**src/rtl/foo_pkg.sv**
```systemverilog
// Shared types and helpers for the foo field narrowing logic.
// narrow_sat() is only referenced when FOO_SAT_EN is defined.
package foo_pkg;

   localparam int unsigned FOO_W = 8;

   typedef logic [FOO_W-1:0] foo_t;

   // Saturate to all ones when any discarded upper bit was set.
   function automatic foo_t narrow_sat(input foo_t lo, input logic hi_nz);
      return hi_nz ? {FOO_W{1'b1}} : lo;
   endfunction

endpackage

```
**src/rtl/foo_narrow.sv**
```systemverilog
// Combinational width narrowing of a wide word to FOO_W bits, plus upper-bit detect.
// Define FOO_SAT_EN to saturate instead of truncate when upper bits are non-zero.
module foo_narrow
   import foo_pkg::*;
#(
   parameter int unsigned IN_W  = 32,
   parameter int unsigned FOO_W = foo_pkg::FOO_W
) (
   input  logic [IN_W-1:0]  in_data,
   output logic [FOO_W-1:0] narrow_o,
   output logic             hi_nz_o
);

   logic [FOO_W-1:0] lo;

   assign lo = in_data[FOO_W-1:0];

   if (FOO_W < IN_W) begin : g_hi
      assign hi_nz_o = |in_data[IN_W-1:FOO_W];
   end else begin : g_no_hi
      assign hi_nz_o = 1'b0;
   end

`ifdef FOO_SAT_EN
   if (FOO_W == foo_pkg::FOO_W) begin : g_sat_pkg
      assign narrow_o = narrow_sat(lo, hi_nz_o);
   end else begin : g_sat_gen
      assign narrow_o = hi_nz_o ? {FOO_W{1'b1}} : lo;
   end
`else
   assign narrow_o = lo;
`endif

endmodule

```
**src/rtl/foo_narrow_reg.sv**
```systemverilog
// Registered holder for the narrowed foo field with a sticky overflow flag.
// Saturating narrowing is selected by defining FOO_SAT_EN.
module foo_narrow_reg
   import foo_pkg::*;
#(
   parameter int unsigned    IN_W      = 32,
   parameter int unsigned    FOO_W     = foo_pkg::FOO_W,
   parameter logic [FOO_W-1:0] RESET_VAL = '0
) (
   input  logic             clk,
   input  logic             rst_n,
   input  logic             in_valid,
   output logic             in_ready,
   input  logic [IN_W-1:0]  in_data,
   input  logic             clr_ovf,
   output logic [FOO_W-1:0] foo,
   output logic             foo_valid,
   output logic             ovf
);

   logic [FOO_W-1:0] foo_q, foo_d, narrow;
   logic             foo_valid_q, foo_valid_d;
   logic             ovf_q, ovf_d;
   logic             hi_nz;
   logic             accept;

   foo_narrow #(
      .IN_W  (IN_W),
      .FOO_W (FOO_W)
   ) u_narrow (
      .in_data  (in_data),
      .narrow_o (narrow),
      .hi_nz_o  (hi_nz)
   );

   // No back-pressure: ready whenever out of reset.
   assign in_ready = rst_n;
   assign accept   = in_valid & in_ready;

   always_comb begin
      foo_d       = foo_q;
      foo_valid_d = foo_valid_q;
      if (accept) begin
         foo_d       = narrow;
         foo_valid_d = 1'b1;
      end
      // Set takes priority over a same-cycle clear.
      ovf_d = (ovf_q & ~clr_ovf) | (accept & hi_nz);
   end

   always_ff @(posedge clk) begin
      if (!rst_n) begin
         foo_q       <= RESET_VAL;
         foo_valid_q <= 1'b0;
         ovf_q       <= 1'b0;
      end else begin
         foo_q       <= foo_d;
         foo_valid_q <= foo_valid_d;
         ovf_q       <= ovf_d;
      end
   end

   assign foo       = foo_q;
   assign foo_valid = foo_valid_q;
   assign ovf       = ovf_q;

endmodule

```
**config.mk**
```make
export PLATFORM = sky130hd
export DESIGN_NAME = foo_narrow_reg
export DESIGN_NICKNAME = d
export VERILOG_FILES = /design/src/rtl/foo_pkg.sv /design/src/rtl/foo_narrow.sv /design/src/rtl/foo_narrow_reg.sv
export SDC_FILE = /design/constraint.sdc
export NUM_CORES = 1
export LEC_CHECK = 0
export ABC_AREA = 1
export CAP_MARGIN = 30
export CORE_MARGIN = 2
export CORE_UTILIZATION = 31
export CTS_BUF_LIST = sky130_fd_sc_hd__clkbuf_16
export CTS_CLUSTER_SIZE = 24
export DETAILED_ROUTE_END_ITERATION = 8
export PLACE_DENSITY_LB_ADDON = 0.3
export SKIP_LAST_GASP = 1
export SYNTH_ARGS = -nofsm -noshare
export SYNTH_HDL_FRONTEND = slang
export SYNTH_HIERARCHICAL = 1
export SYNTH_SLANG_ARGS = --single-unit
```
**constraint.sdc**
```tcl
create_clock -name clk -period 1.19 [get_ports clk]
set_input_delay 0.238 -clock clk [delete_from_list [all_inputs] [get_ports clk]]
set_output_delay 0.238 -clock clk [all_outputs]
set_load 0.01 [all_outputs]
```
==> impl_metrics.csv, run 1 <==
group,metric,value,unit
floorplanning,dieArea,1950,um2
place,dp.cells,129,
synthesis,synth-seq-cells,10,
critical_path,critical_path_buf_inv_count,2,
critical_path,slowest_stage,"clkdlybuf4s50_1",
synthesis,ys.flop_type,"dfxtp_1",
pwr,power_density,1180,nW/um2
floorplanning,die_y,44.2,um
synthesis,synth_most_common_cell,"nor2_1",
clock_network,cts.sinks,10,
synthesis,async_flop_share,0,%
synthesis,netlist_top_cells_area,"dfxtp_1 (40%), nor2_1 (25%), buf_4 (14%)",
clock_network,ctsLongestPathBuffers,2,
layout,drive_above_1_share,7.76,%
clock_network,cts_buffers,3,
grt,antenna_found_initial,0,
critical_path,max_stage_delay,0.48,ns
clock_network,cts_hold_buffers,0,
sta,slew-limit-headroom,84.6,%
floorplanning,die_w,44.2,um
detailed_routing,wirelength,1300,um
synthesis,syn_nets,110,
outcome,status,"complete, no violations",
sta,setup_violations,0,
critical_path,critPathArrivalTime,0.85,ns
synthesis,synth_cell_types,11,
clock_network,path_clk_slew,0.04,ns
sta,fin_crit,1.09,ns
critical_path,cp_max_fo,2,
place,port_buffers,46,
detailed_routing,viasPerCell,4.48,
floorplanning,rows,14,
critical_path,rrSetupSlack,0.55,ns
critical_path,path_cells,"clkdlybuf4s50_1 -> clkbuf_2",
critical_path,required,0.95,ns
synthesis,synth_enable_flop_cells,0,
clock_network,htreeDepth,1,
place,dpl.hpwl,1030,um
layout,instances_no_fill,132,
synthesis,yosysSeqAreaShare,40.0,%
critical_path,start_kind,"input port",
layout,antenna_cells,0,
sta,fmax,0.916,GHz
detailed_routing,drcViolationCount,0,
critical_path,cp_top_family,"buffers and inverters",
synthesis,synth_area_per_cell,6.76,um2
clock_network,cts_root_buf,"clkbuf_16",
pwr,ir_worst_vdd,0.491,mV
clock_network,clock_latency,0.23,ns
detailed_routing,drtPass1Iterations,4,
floorplanning,core_area,1510,um2
synthesis,yosys.area.top_type,"dfxtp_1",
worst_hold_path,min_path_type,"reg2reg",
grt,overflow,0,
layout,fillers,155,
place,gp_congestion,0.643,
detailed_routing,ant_nets,0,
sta,skew,0,ns
pwr,p_leak,0.444,nW
synthesis,synth_top_area_share,40.0,%
critical_path,end_kind,"output pin",
sta,fin_setup_tns,0,ns
layout,nets,154,
sta,drv_slew,0,
sta,rsz0062_at_grt,"no",
synthesis,yosysWarnings,6,
sta,worst_slew_pin_slew,0.231,ns
run,max-cap-violations,0,
grt,gr-usage-all-layers,14.9,%
detailed_routing,via_count,592,
grt,grt_pass1_wl,2130,um
detailed_routing,routedWlPerCell,9.83,um
grt,first_global_vias,582,
sta,final-hold-violation-count,0,
floorplanning,io_pins,47,
synthesis,netlist_area,500,um2
synthesis,synthCells,74,
layout,syn_to_final_growth,96.2,%
floorplanning,start_util,33.2,%
critical_path,crit_type,"in2out",
detailed_routing,drt-initial-drc-count,3,
grt,grt_max_degree,10,
synthesis,yosys-top-cells-count,"nor2_1 (33), dfxtp_1 (10), buf_4 (9)",
sta,fin_crit_sh,91.8,%
clock_network,cts_tree,"built",
==> worst paths after layout <==
| path | depth (start not counted) | start | end |
|---|---|---|---|
| setup / recovery | 2 | rst_n | in_ready |
| hold / removal | 2 | foo_valid | foo_valid |
| setup reg to reg | 2 | foo[2] | foo[2] |
| hold reg to reg | 2 | foo_valid | foo_valid |
==> cell usage in the layout (no fill, tap or decap), drive strengths merged <==
cell type,Yosys,routed
dfxtp,10,10
clkbuf,0,4
clkdlybuf4s50,0,35
nand2,8,8
a21oi,1,1
nor2,33,33
dlygate4sd2,0,10
buf,10,3
o21ai,8,8
inv,3,3
nand3,1,1
==> flip-flops by register name (all words and copies together) (netlist names) <==
| signal | count |
|---|---|
| foo_valid | 1 |
| ovf | 1 |
| foo | 8 |
==> worst min-delay path: stages (launching register included) <==
cell	delay [ns]
dfxtp_1	0.32
nor2_1	0.05
nor2_1	0.06
==> power by group <==
part           leakage [nW]  total (mW)  switching, mW  internal [mW]
combinational         0.324       0.220         0.0725          0.148
sequential           0.0833       0.370        0.00983          0.360
clock                0.0370       0.573          0.139          0.434
total                 0.444        1.16          0.221          0.942
==> logic make-up (layout without fill, tap and decap cells) <==
logic type,count (synthesis),after routing,synth area share [%]
simple gates,42,42,32.3
buf+inv,13,55,18.0
flops,10,10,40.0
compound gates,9,9,9.75
==> layer usage <==
metal  part of all wire [%]  routed length (um)  vias up  track usage (%)
li1                       -                   -      303                -
met2                     44                 575       39             26.2
met3                     13                 174        0             5.71
met4                      0                   0        0             5.45
met1                     42                 547      250             16.3
met5                      0                   0        -                0
==> what timing repair did <==
item	in CTS	in global routing
setup buffers	0	0
resized for setup	11	2
setup endpoints to repair	11	1
==> metrics by stage <==
stage	hold slack, ns	instance area, um2	setup WS, ns	power (mW)	util, %
3_5_place_dp	0.465	925	-0.305	0.615	61.4
3_3_place_gp	0.456	925	-0.291	0.610	61.4
4_1_cts	0.470	986	-0.0428	1.18	65.4
6_report	0.464	982	0.0980	1.16	65.2
2_1_floorplan	0.374	500	0.418	0.457	-
5_1_grt	0.497	982	0.0788	1.23	65.2
==> cell type report <==
type / instances / area [um2] / share of cell area, %
Timing Repair Buffer: 49 / 465 / 47.4
Multi-Input combinational cell: 51 / 210 / 21.4
Sequential cell: 10 / 200 / 20.4
Clock buffer: 3 / 75.1 / 7.64
Tap cell: 16 / 20.0 / 2.04
Inverter: 3 / 11.3 / 1.15
Note: power is estimated with default switching activity, not from simulation.
==> run 2, diff against run 1 <==
==> constraint.sdc (replaced) <==
create_clock -name clk -period 1.19 [get_ports clk]
set_input_delay 0.1785 -clock clk [delete_from_list [all_inputs] [get_ports clk]]
set_output_delay 0.1785 -clock clk [all_outputs]
set_load 0.01 [all_outputs]
==> impl_metrics.csv, run 2 (synthesis gave the netlist of run 1 again) <==
group,metric,value,unit
run,max-cap-violations,0,
detailed_routing,drtPass1Iterations,4,
critical_path,required,1.01,ns
critical_path,crit_type,"in2out",
clock_network,htreeDepth,1,
layout,instances_no_fill,131,
critical_path,critical_path_buf_inv_count,2,
floorplanning,start_util,33.2,%
sta,fin_ws,0.0753,ns
sta,fin_crit_sh,93.7,%
critical_path,critPathArrivalTime,0.94,ns
grt,grt_pass1_wl,2080,um
layout,drive_above_1_share,6.09,%
critical_path,cp_top_family,"buffers and inverters",
place,dp.cells,128,
sta,final-hold-violation-count,0,
critical_path,slowest_stage,"clkdlybuf4s50_1",
sta,fin_crit,1.11,ns
clock_network,cts_tree,"built",
place,dpl.hpwl,1010,um
pwr,ir_worst_vdd,0.538,mV
grt,first_global_vias,548,
pwr,total_power,1.15,mW
grt,overflow,0,
detailed_routing,via_count,582,
sta,slew-limit-headroom,83.6,%
critical_path,cp_max_fo,2,
place,port_buffers,46,
pwr,power_density,1180,nW/um2
sta,rsz0062_at_grt,"no",
floorplanning,die_y,44.2,um
floorplanning,rows,14,
layout,final_cell_mix,"clkdlybuf4s50_1 (35), nor2_1 (33), dlygate4sd2_1 (11)",
grt,grt_max_degree,11,
layout,nets,153,
clock_network,clock_latency,0.23,ns
critical_path,path_cells,"clkdlybuf4s50_1 -> dlygate4sd2_1",
detailed_routing,ant_nets,0,
layout,final_core_util,65.0,%
critical_path,start_kind,"input port",
floorplanning,io_pins,47,
pwr,p_leak,0.440,nW
detailed_routing,wirelength,1280,um
detailed_routing,drt-initial-drc-count,1,
detailed_routing,routedWlPerCell,9.76,um
floorplanning,die_w,44.2,um
place,place_ws,-0.206,ns
clock_network,ctsLongestPathBuffers,2,
clock_network,cts_buffers,3,
place,gp_congestion,0.634,
floorplanning,core_area,1510,um2
worst_hold_path,min_path_type,"reg2reg",
floorplanning,dieArea,1950,um2
sta,worst_slew_pin_slew,0.245,ns
sta,fmax,0.897,GHz
clock_network,cts_root_buf,"clkbuf_16",
layout,fillers,152,
grt,antenna_found_initial,0,
sta,skew,0,ns
critical_path,max_stage_delay,0.48,ns
detailed_routing,drcViolationCount,0,
detailed_routing,viasPerCell,4.44,
sta,drv_slew,0,
grt,gr-usage-all-layers,14.6,%
layout,syn_to_final_growth,95.5,%
sta,setup_violations,0,
layout,antenna_cells,0,
clock_network,path_clk_slew,0.04,ns
outcome,status,"complete, no violations",
layout,largest_reg_flops,8,
critical_path,end_kind,"output pin",
clock_network,cts.sinks,10,
clock_network,cts_hold_buffers,0,
layout,final_common_cell,"clkdlybuf4s50_1",
## run 2: changes by cell type in the layout (fill, tap and decap cells not counted)
cell	delta
buf_4	-1
clkbuf_2	-1
dlygate4sd2_1	+1
## run 2: power breakdown
part           total [mW]  internal (mW)  leakage [nW]  switching, mW
registers           0.370          0.360        0.0833        0.00983
logic               0.217          0.146         0.320         0.0714
clock network       0.566          0.433        0.0370          0.133
## run 2: area by class of cell
type	instances	area [um2]	share of cell area, %
tap	16	20.0	2.05
inverter	3	11.3	1.15
clock buffer	3	75.1	7.67
sequential	10	200	20.5
timing repair buffer	48	462	47.2
multi-input combinational	51	210	21.5
## run 2: what timing repair did
action / in CTS / in global routing
buffers inserted: 0 / 0
gates resized for setup: 11 / 0
setup endpoints to repair: 11 / 0
## run 2: worst min-delay path, stage by stage (launching register included)
cell     delay, ns
dfxtp_1       0.30
nand2_1       0.07
a21oi_2       0.04
## run 2: worst paths after layout
path | to | cells past startpoint | from | slack [ns]
worst max register to register | foo[7] | 2 | foo[7] | 0.56
worst min register to register | ovf | 2 | ovf | 0.46
worst min-delay path | ovf | 2 | ovf | 0.46
worst max-delay path | in_ready | 2 | rst_n | 0.08
## run 2: per-layer routing
metal	part of all wire (%)	up-vias	global-route usage (%)
met3	14	2	5.31
li1	-	302	-
met5	0	-	0
met2	45	45	26.8
met1	40	233	15.0
met4	1.1	0	5.45
## run 2: stage by stage
stage	area, um2	TNS (ns)	hold WS [ns]
6_report	978	0	0.464
5_1_grt	978	0	0.486
4_1_cts	978	0	0.467
3_5_place_dp	917	-0.257	0.460
3_3_place_gp	917	-0.171	0.457
2_1_floorplan	500	0	0.314
